## config.mk

```make
export PLATFORM = sky130hd
export DESIGN_NAME = matvec_loader_flat
export DESIGN_NICKNAME = d
export VERILOG_FILES = /design/src/rtl/matvec_loader_pkg.sv /design/src/rtl/matvec_loader_if.sv /design/src/rtl/matvec_loader_serializer.sv /design/src/rtl/matvec_loader.sv /design/src/flat_wrapper.sv
export SDC_FILE = /design/constraint.sdc
export NUM_CORES = 1
export LEC_CHECK = 0
export CAP_MARGIN = 10
export CORE_ASPECT_RATIO = 1.25
export CORE_MARGIN = 2
export CORE_UTILIZATION = 52
export CTS_BUF_LIST = sky130_fd_sc_hd__clkbuf_8
export DETAILED_ROUTE_END_ITERATION = 16
export GPL_ROUTABILITY_DRIVEN = 0
export PLACE_DENSITY = 0.83
export SLEW_MARGIN = 5
export SYNTH_ARGS = -nofsm -noshare
export SYNTH_HDL_FRONTEND = slang
export SYNTH_SLANG_ARGS = --single-unit
```

## constraint.sdc

```tcl
create_clock -name clk -period 3 [get_ports clk]
set_clock_uncertainty 0.2 [all_clocks]
set_input_delay 0.3 -clock clk [delete_from_list [all_inputs] [get_ports clk]]
set_output_delay 0.3 -clock clk [all_outputs]
set_load 0.01 [all_outputs]
```

## src/rtl/matvec_loader_pkg.sv

```systemverilog
// -----------------------------------------------------------------------------
// matvec_pkg
// Shared types and default sizes for the matrix-vector loader.
//   DATA_WIDTH  element width in bits
//   NUM_ROWS    number of A rows / A FIFOs, also bytes per memory word
//   ADDR_WIDTH  memory word-address width
//   WORD_WIDTH  width of one memory word (one full row or the B vector)
// -----------------------------------------------------------------------------
package matvec_pkg;

  localparam int DATA_WIDTH = 8;
  localparam int NUM_ROWS   = 8;
  localparam int ADDR_WIDTH = 32;
  localparam int WORD_WIDTH = DATA_WIDTH * NUM_ROWS;

  // Loader sequencing: request a word, wait for its data, drain it into a FIFO.
  typedef enum logic [2:0] {
    IDLE,
    REQ,
    WAIT,
    DRAIN,
    DONE
  } loader_state_e;

  // Word 0 feeds the B FIFO; every other word feeds one indexed A FIFO.
  typedef enum logic {
    TARGET_B,
    TARGET_A
  } target_kind_e;

  // Index width that stays legal for a single-row configuration.
  function automatic int idx_width(input int n);
    return (n > 1) ? $clog2(n) : 1;
  endfunction

endpackage

```

## src/rtl/matvec_loader_if.sv

```systemverilog
// -----------------------------------------------------------------------------
// matvec_loader_if
// Bundles the loader's Avalon-MM read port and its FIFO write side.
//   mem_address/mem_read          read request towards the memory wrapper
//   mem_readdata/mem_readdatavalid returned word
//   mem_waitrequest               slave stall
//   fifo_wdata                    byte shared by every FIFO
//   fifo_wrreq_b/fifo_wrfull_b    B FIFO strobe / full flag
//   fifo_wrreq_a/fifo_wrfull_a    A FIFO strobes (one-hot or zero) / full flags
// Modports: master = loader side, slave = memory/FIFO side.
// -----------------------------------------------------------------------------
interface matvec_loader_if #(
  parameter int DATA_WIDTH = matvec_pkg::DATA_WIDTH,
  parameter int NUM_ROWS   = matvec_pkg::NUM_ROWS,
  parameter int ADDR_WIDTH = matvec_pkg::ADDR_WIDTH
);

  logic [ADDR_WIDTH-1:0]          mem_address;
  logic                           mem_read;
  logic [NUM_ROWS*DATA_WIDTH-1:0] mem_readdata;
  logic                           mem_readdatavalid;
  logic                           mem_waitrequest;

  logic [DATA_WIDTH-1:0]          fifo_wdata;
  logic                           fifo_wrreq_b;
  logic                           fifo_wrfull_b;
  logic [NUM_ROWS-1:0]            fifo_wrreq_a;
  logic [NUM_ROWS-1:0]            fifo_wrfull_a;

  modport master (
    output mem_address, mem_read,
    input  mem_readdata, mem_readdatavalid, mem_waitrequest,
    output fifo_wdata, fifo_wrreq_b, fifo_wrreq_a,
    input  fifo_wrfull_b, fifo_wrfull_a
  );

  modport slave (
    input  mem_address, mem_read,
    output mem_readdata, mem_readdatavalid, mem_waitrequest,
    input  fifo_wdata, fifo_wrreq_b, fifo_wrreq_a,
    output fifo_wrfull_b, fifo_wrfull_a
  );

endinterface

```

## src/rtl/matvec_loader_serializer.sv

```systemverilog
// -----------------------------------------------------------------------------
// word_serializer
// Holds one memory word and hands it out one element at a time, LSB first.
//   clk, rst_n  clock, asynchronous active-low reset
//   load        capture word and restart at element 0
//   word        word to capture
//   ready       consumer can take the current element this cycle
//   valid       an element is being offered
//   data        current element (0 when nothing is offered)
//   last        the offered element is the final one of the word
// -----------------------------------------------------------------------------
module word_serializer #(
  parameter int DATA_WIDTH = 8,
  parameter int NUM_ROWS   = 8
) (
  input  logic                           clk,
  input  logic                           rst_n,
  input  logic                           load,
  input  logic [DATA_WIDTH*NUM_ROWS-1:0] word,
  input  logic                           ready,
  output logic                           valid,
  output logic [DATA_WIDTH-1:0]          data,
  output logic                           last
);

  import matvec_pkg::*;

  localparam int             IW       = idx_width(NUM_ROWS);
  localparam logic [IW-1:0]  LAST_IDX = IW'(NUM_ROWS - 1);

  logic [DATA_WIDTH*NUM_ROWS-1:0] word_q;
  logic [IW-1:0]                  idx;

  // The index only advances on an accepted element, so a stalled consumer
  // keeps seeing the same element until it takes it.
  always_ff @(posedge clk or negedge rst_n) begin
    if (!rst_n) begin
      word_q <= '0;
      idx    <= '0;
      valid  <= 1'b0;
    end else if (load) begin
      word_q <= word;
      idx    <= '0;
      valid  <= 1'b1;
    end else if (valid && ready) begin
      if (idx == LAST_IDX) begin
        valid <= 1'b0;
      end else begin
        idx <= idx + IW'(1);
      end
    end
  end

  assign data = valid ? word_q[idx*DATA_WIDTH +: DATA_WIDTH] : '0;
  assign last = valid && (idx == LAST_IDX);

endmodule

```

## src/rtl/matvec_loader.sv

```systemverilog
// -----------------------------------------------------------------------------
// matvec_loader
// Fill stage of the matrix-vector MAC array. Reads word 0 (B vector) and
// words 1..NUM_ROWS (A rows) from memory, one outstanding read at a time,
// and streams each word byte-by-byte into the B FIFO or the matching A FIFO.
//   clk, rst_n  clock, asynchronous active-low reset
//   start       one-cycle pulse; begins a load from IDLE or DONE
//   bus         Avalon-MM read port and FIFO write side (master modport)
//   busy        load in progress
//   done        every FIFO has received its full row
// -----------------------------------------------------------------------------
module matvec_loader #(
  parameter int DATA_WIDTH = matvec_pkg::DATA_WIDTH,
  parameter int NUM_ROWS   = matvec_pkg::NUM_ROWS,
  parameter int ADDR_WIDTH = matvec_pkg::ADDR_WIDTH
) (
  input  logic            clk,
  input  logic            rst_n,
  input  logic            start,
  matvec_loader_if.master bus,
  output logic            busy,
  output logic            done
);

  import matvec_pkg::*;

  localparam int                    IW        = idx_width(NUM_ROWS);
  localparam logic [ADDR_WIDTH-1:0] LAST_ADDR = ADDR_WIDTH'(NUM_ROWS);

  loader_state_e         state;
  loader_state_e         next_state;
  logic [ADDR_WIDTH-1:0] addr;
  logic                  addr_clear;
  logic                  addr_inc;

  target_kind_e          target_kind;
  logic [IW-1:0]         a_idx;
  logic                  target_full;

  logic                  ser_load;
  logic                  ser_ready;
  logic                  ser_valid;
  logic                  ser_last;
  logic [DATA_WIDTH-1:0] ser_data;
  logic                  fire;

  // State and word address. Reset drops everything, so an aborted load
  // leaves no trace for the next one.
  always_ff @(posedge clk or negedge rst_n) begin
    if (!rst_n) begin
      state <= IDLE;
      addr  <= '0;
    end else begin
      state <= next_state;
      if (addr_clear) begin
        addr <= '0;
      end else if (addr_inc) begin
        addr <= addr + ADDR_WIDTH'(1);
      end
    end
  end

  // Next-state decode. start is only honoured from IDLE or DONE, and
  // readdatavalid only in WAIT, which keeps a single read in flight.
  always_comb begin
    next_state = state;
    addr_clear = 1'b0;
    addr_inc   = 1'b0;
    case (state)
      IDLE, DONE: begin
        if (start) begin
          next_state = REQ;
          addr_clear = 1'b1;
        end
      end
      REQ: begin
        if (!bus.mem_waitrequest) begin
          next_state = WAIT;
        end
      end
      WAIT: begin
        if (bus.mem_readdatavalid) begin
          next_state = DRAIN;
        end
      end
      DRAIN: begin
        if (fire && ser_last) begin
          if (addr == LAST_ADDR) begin
            next_state = DONE;
          end else begin
            next_state = REQ;
            addr_inc   = 1'b1;
          end
        end
      end
      default: begin
        next_state = IDLE;
      end
    endcase
  end

  // Address 0 is the B vector; address k lands in A FIFO k-1. When addr is 0
  // a_idx wraps to all ones, but it is never used in that case.
  assign target_kind = (addr == '0) ? TARGET_B : TARGET_A;
  assign a_idx       = IW'(addr - ADDR_WIDTH'(1));
  assign target_full = (target_kind == TARGET_B) ? bus.fifo_wrfull_b
                                                 : bus.fifo_wrfull_a[a_idx];

  assign ser_load  = (state == WAIT) && bus.mem_readdatavalid;
  assign ser_ready = !target_full;
  assign fire      = (state == DRAIN) && ser_valid && ser_ready;

  word_serializer #(
    .DATA_WIDTH (DATA_WIDTH),
    .NUM_ROWS   (NUM_ROWS)
  ) u_serializer (
    .clk   (clk),
    .rst_n (rst_n),
    .load  (ser_load),
    .word  (bus.mem_readdata),
    .ready (ser_ready),
    .valid (ser_valid),
    .data  (ser_data),
    .last  (ser_last)
  );

  // Only one strobe can ever be high because there is a single target.
  assign bus.fifo_wdata   = ser_data;
  assign bus.fifo_wrreq_b = fire && (target_kind == TARGET_B);
  assign bus.fifo_wrreq_a = (fire && (target_kind == TARGET_A))
                          ? (NUM_ROWS'(1) << a_idx) : '0;

  assign bus.mem_read    = (state == REQ);
  assign bus.mem_address = addr;
  assign busy            = (state == REQ) || (state == WAIT) || (state == DRAIN);
  assign done            = (state == DONE);

endmodule
```

## src/flat_wrapper.sv

```systemverilog
// flat-port wrapper written by rule: the top's interface ports become plain ports
module matvec_loader_flat import matvec_pkg::*;
#(
  parameter int DATA_WIDTH = matvec_pkg::DATA_WIDTH,
  parameter int NUM_ROWS   = matvec_pkg::NUM_ROWS,
  parameter int ADDR_WIDTH = matvec_pkg::ADDR_WIDTH
)
  (clk, rst_n, start, busy, done, bus_mem_address, bus_mem_read, bus_mem_readdata, bus_mem_readdatavalid, bus_mem_waitrequest, bus_fifo_wdata, bus_fifo_wrreq_b, bus_fifo_wrreq_a, bus_fifo_wrfull_b, bus_fifo_wrfull_a);
  matvec_loader_if #(.DATA_WIDTH(DATA_WIDTH), .NUM_ROWS(NUM_ROWS), .ADDR_WIDTH(ADDR_WIDTH)) bus_i ();
  input  logic clk;
  input  logic rst_n;
  input  logic start;
  output logic busy;
  output logic done;
  output wire logic [$bits(bus_i.mem_address)-1:0] bus_mem_address;
  output wire logic [$bits(bus_i.mem_read)-1:0] bus_mem_read;
  input wire logic [$bits(bus_i.mem_readdata)-1:0] bus_mem_readdata;
  input wire logic [$bits(bus_i.mem_readdatavalid)-1:0] bus_mem_readdatavalid;
  input wire logic [$bits(bus_i.mem_waitrequest)-1:0] bus_mem_waitrequest;
  output wire logic [$bits(bus_i.fifo_wdata)-1:0] bus_fifo_wdata;
  output wire logic [$bits(bus_i.fifo_wrreq_b)-1:0] bus_fifo_wrreq_b;
  output wire logic [$bits(bus_i.fifo_wrreq_a)-1:0] bus_fifo_wrreq_a;
  input wire logic [$bits(bus_i.fifo_wrfull_b)-1:0] bus_fifo_wrfull_b;
  input wire logic [$bits(bus_i.fifo_wrfull_a)-1:0] bus_fifo_wrfull_a;
  assign bus_mem_address = bus_i.mem_address;
  assign bus_mem_read = bus_i.mem_read;
  assign bus_i.mem_readdata = bus_mem_readdata;
  assign bus_i.mem_readdatavalid = bus_mem_readdatavalid;
  assign bus_i.mem_waitrequest = bus_mem_waitrequest;
  assign bus_fifo_wdata = bus_i.fifo_wdata;
  assign bus_fifo_wrreq_b = bus_i.fifo_wrreq_b;
  assign bus_fifo_wrreq_a = bus_i.fifo_wrreq_a;
  assign bus_i.fifo_wrfull_b = bus_fifo_wrfull_b;
  assign bus_i.fifo_wrfull_a = bus_fifo_wrfull_a;
  matvec_loader #(.DATA_WIDTH(DATA_WIDTH), .NUM_ROWS(NUM_ROWS), .ADDR_WIDTH(ADDR_WIDTH)) u_core (.clk(clk), .rst_n(rst_n), .start(start), .bus(bus_i), .busy(busy), .done(done));
endmodule
```

==> results.sh <==
export IMPL_outcome="completed"
export IMPL_ff_latch_area_mm2=0.002577
export IMPL_design_die_area_mm2=0.01129
export IMPL_multi_input_area_mm2=0.002718
export IMPL_antenna_found_initial=0
export IMPL_synth_area_per_cell_um2=9.168
export IMPL_yosys_warnings=0
export IMPL_grt_use_total_pct=25.07
export IMPL_clk_latency_ps=380
export IMPL_vias_per_cell=5.557
export IMPL_critPathArrivalTime_ps=2370
export IMPL_synth_edf_count=0
export IMPL_rsz0062_at_grt="false"
export IMPL_whs_ps=244.2
export IMPL_slew_headroom_pct=31.43
export IMPL_max_stage_delay_ps=540
export IMPL_fp_row_count=41
export IMPL_seq_area_frac_synth_pct=47.41
export IMPL_final_antenna_net_count=0
export IMPL_crit_path_start_kind="flip-flop"
export IMPL_worstPathRequired_ps=2500
export IMPL_crit_family="multiplexers"
export IMPL_clk_pin_slew_ps=100
export IMPL_drtIter0Drc=314
export IMPL_p_leak_nw=3.304
export IMPL_dp_hpwl_mm=9.931
export IMPL_layout_min_cycle_time_ps=2868
export IMPL_ios=130
export IMPL_coreArea_mm2=0.01016
export IMPL_cts_tree="yes"
export IMPL_start_util_pct=53.52
export IMPL_detail_route_wl_per_cell_um=15.83
export IMPL_crit_chain="inv_2, ha_1, inv_2, mux4_2, o21ai_2, or2_1, buf_4, nor2b_4, and2_1, clkbuf_2"
export IMPL_power_mw=5.454
export IMPL_antenna_cells=0
export IMPL_fin_tns_setup_ps=0
export IMPL_crit_fanout=4
export IMPL_grt_pass1_vias=4697
export IMPL_die_y_um=118.3
export IMPL_path_common_cell="inv_2"
export IMPL_ys_ff_latch=103
export IMPL_area_growth_syn_to_layout_pct=32.52
export IMPL_fmax_mhz=348.6
export IMPL_final_hold_viol_count=0
export IMPL_totalWireLength_mm=13.66
export IMPL_grt_overflow_total=0
export IMPL_vias=4796
export IMPL_grt_pass1_wl_mm=22.01
export IMPL_slew_violations=0
export IMPL_worst_pin_slew_ps=1028
export IMPL_n_fill_cell=769
export IMPL_fp_dieW_um=95.46
export IMPL_drtPass1Iterations=4
export IMPL_timing_final_crit_share_pct=95.61
export IMPL_nets=814
export IMPL_synthArstFlopShare_pct=100.0
export IMPL_portBuffers=129
export IMPL_worst_setup_path_type="reg -> out"
export IMPL_cts_buffer_depth=2
export IMPL_syn_cell_area_mm2=0.005436
export IMPL_clock_sinks=103
export IMPL_grt_max_degree=71
export IMPL_netlist_area_leader_share_pct=47.41
export IMPL_setup_viol_count_final=0
export IMPL_cap_violations=0
export IMPL_synthesis_nets=678
export IMPL_synthCells=593
export IMPL_synth_ff_type="dfrtp_1"
export IMPL_drive_gt1_share_pct=12.81
export IMPL_power_density_mw_per_mm2=757.0
export IMPL_path_buf_inv=4
export IMPL_htree_levels=3
export IMPL_hold_class="in -> reg"
export IMPL_slowest_stage="mux4_2"
export IMPL_peakVddDrop_mv=0.6957
export IMPL_ys_types=48
export IMPL_worst_setup_path_end_kind="output pin"
export IMPL_cts_buffers=9
export IMPL_yosys_top_cells_area="dfrtp_1 (47%), nand2_1 (15%), mux4_2 (7.0%)"
export IMPL_synth_area_leader_cell="dfrtp_1"
export IMPL_post_route_drc_count=0
export IMPL_cts_root_buf="clkbuf_8"
[registers in the layout (all words and copies together), names as in the netlist]
signal,flops
u_core.u_serializer.valid,1
u_core.u_serializer.idx,3
u_core.state,3
u_core.bus.mem_address,32
u_core.u_serializer.word_q,64
[tightest hold or removal path, cell delays in order]
cell             delay (ps)
clkdlybuf4s50_1         400
nand2_1                  60
nand2_1                  40
[area by class of cell]
type / count / share of cell area, %
timing repair buffer: 160 / 21.03
clock inverter: 6 / 0.8510
clock buffer: 10 / 1.910
multi-input combinational: 446 / 37.72
tap: 129 / 2.240
sequential: 103 / 35.78
inverter: 9 / 0.4689
[worst paths after layout]
check / from / endpoint / slack [ps] / cells after the start
hold / removal: bus_mem_readdata[32] / u_core.u_serializer.word_q[32] / 240 / 3
setup / recovery: u_core.bus.mem_address[0] / bus_fifo_wrreq_a[5] / 130 / 10
min in group asynchronous: rst_n / u_core.bus.mem_address[17] / 300 / 2
max in group asynchronous: rst_n / u_core.u_serializer.word_q[10] / 1590 / 3
hold reg to reg: u_core.u_serializer.word_q[24] / u_core.u_serializer.word_q[24] / 280 / 2
setup reg to reg: u_core.state[0] / u_core.bus.mem_address[5] / 260 / 6
[metrics by stage]
step / cell area [um^2] / util [%] / worst slack, ps / cells
floorplan: 5436 / - / 263.2 / 593
global placement: 6920 / 68.13 / 206.2 / 836
detailed placement: 6920 / 68.13 / 107.6 / 836
CTS: 7176 / 70.65 / 2.477 / 857
global route: 7204 / 70.93 / 30.56 / 863
finish: 7204 / 70.93 / 131.6 / 863
[placed cells by master (no fill, tap or decap), drive strengths merged, types with 3 or more instances in the layout]
| cell type | instances |
|---|---|
| nand2 | 217 |
| clkdlybuf4s50 | 119 |
| dfrtp | 103 |
| buf | 31 |
| o21ai | 20 |
| clkbuf | 18 |
| mux4 | 17 |
| mux2i | 16 |
| a21oi | 16 |
| nand4 | 15 |
| and2 | 15 |
| or3 | 14 |
| nor2 | 14 |
| nor4 | 13 |
| nand3 | 11 |
| nor2b | 10 |
| inv | 10 |
| o211ai | 8 |
| nor3 | 7 |
| ha | 7 |
| xnor2 | 6 |
| or4 | 6 |
| and3 | 5 |
| nand2b | 4 |
| or2 | 4 |
| clkinv | 4 |
| xor2 | 3 |
[cells by family after synthesis]
group | Yosys count | synth area share, %
flops | 103 | 47.41
mux | 33 | 9.988
xor+xnor | 9 | 1.450
compound gates | 55 | 6.122
buf+inv | 44 | 3.337
fa+ha+maj | 7 | 1.611
simple gates | 342 | 30.08
[cell usage after synthesis (6+ instances only)]
master and count:
a21oi_1 16, and2_1 14, buf_2 7, clkbuf_1 23, dfrtp_1 103, ha_1 7, inv_1 9, mux2i_1 16
mux4_2 17, nand2_1 217, nand3_1 11, nand4_1 14, nor2_1 13, nor2b_1 10, nor3_1 7, nor4_1 8
o211ai_1 8, o21ai_1 17, or3_1 14, or4_1 6, xnor2_1 6
[report_power, final]
group,internal [mW],total [mW],leakage [nW],switching [mW]
Sequential,1.84,2.12,1.33,0.277
Clock,0.406,0.878,0.107,0.472
Combinational,1.28,2.46,1.87,1.18
Total,3.53,5.45,3.30,1.93
[what timing repair did]
action / 4_1_cts / 5_1_grt
hold buffers: 1 / 0
pin swaps: 1 / 3
setup endpoints to repair: 8 / 17
gates resized for setup: 23 / 13
buffers inserted: 4 / 6
hold endpoints to repair: 51 / 0
[layer usage]
layer  global-route usage [%]  share of wire (%)  wire, um
met3                    3.187                5.7       775
met4                    9.821                2.4       333
met2                    42.56                 52      7166
met1                    32.31                 39      5383
met5                        0                  0         0
No activity file was read; power rests on OpenSTA's default activity.
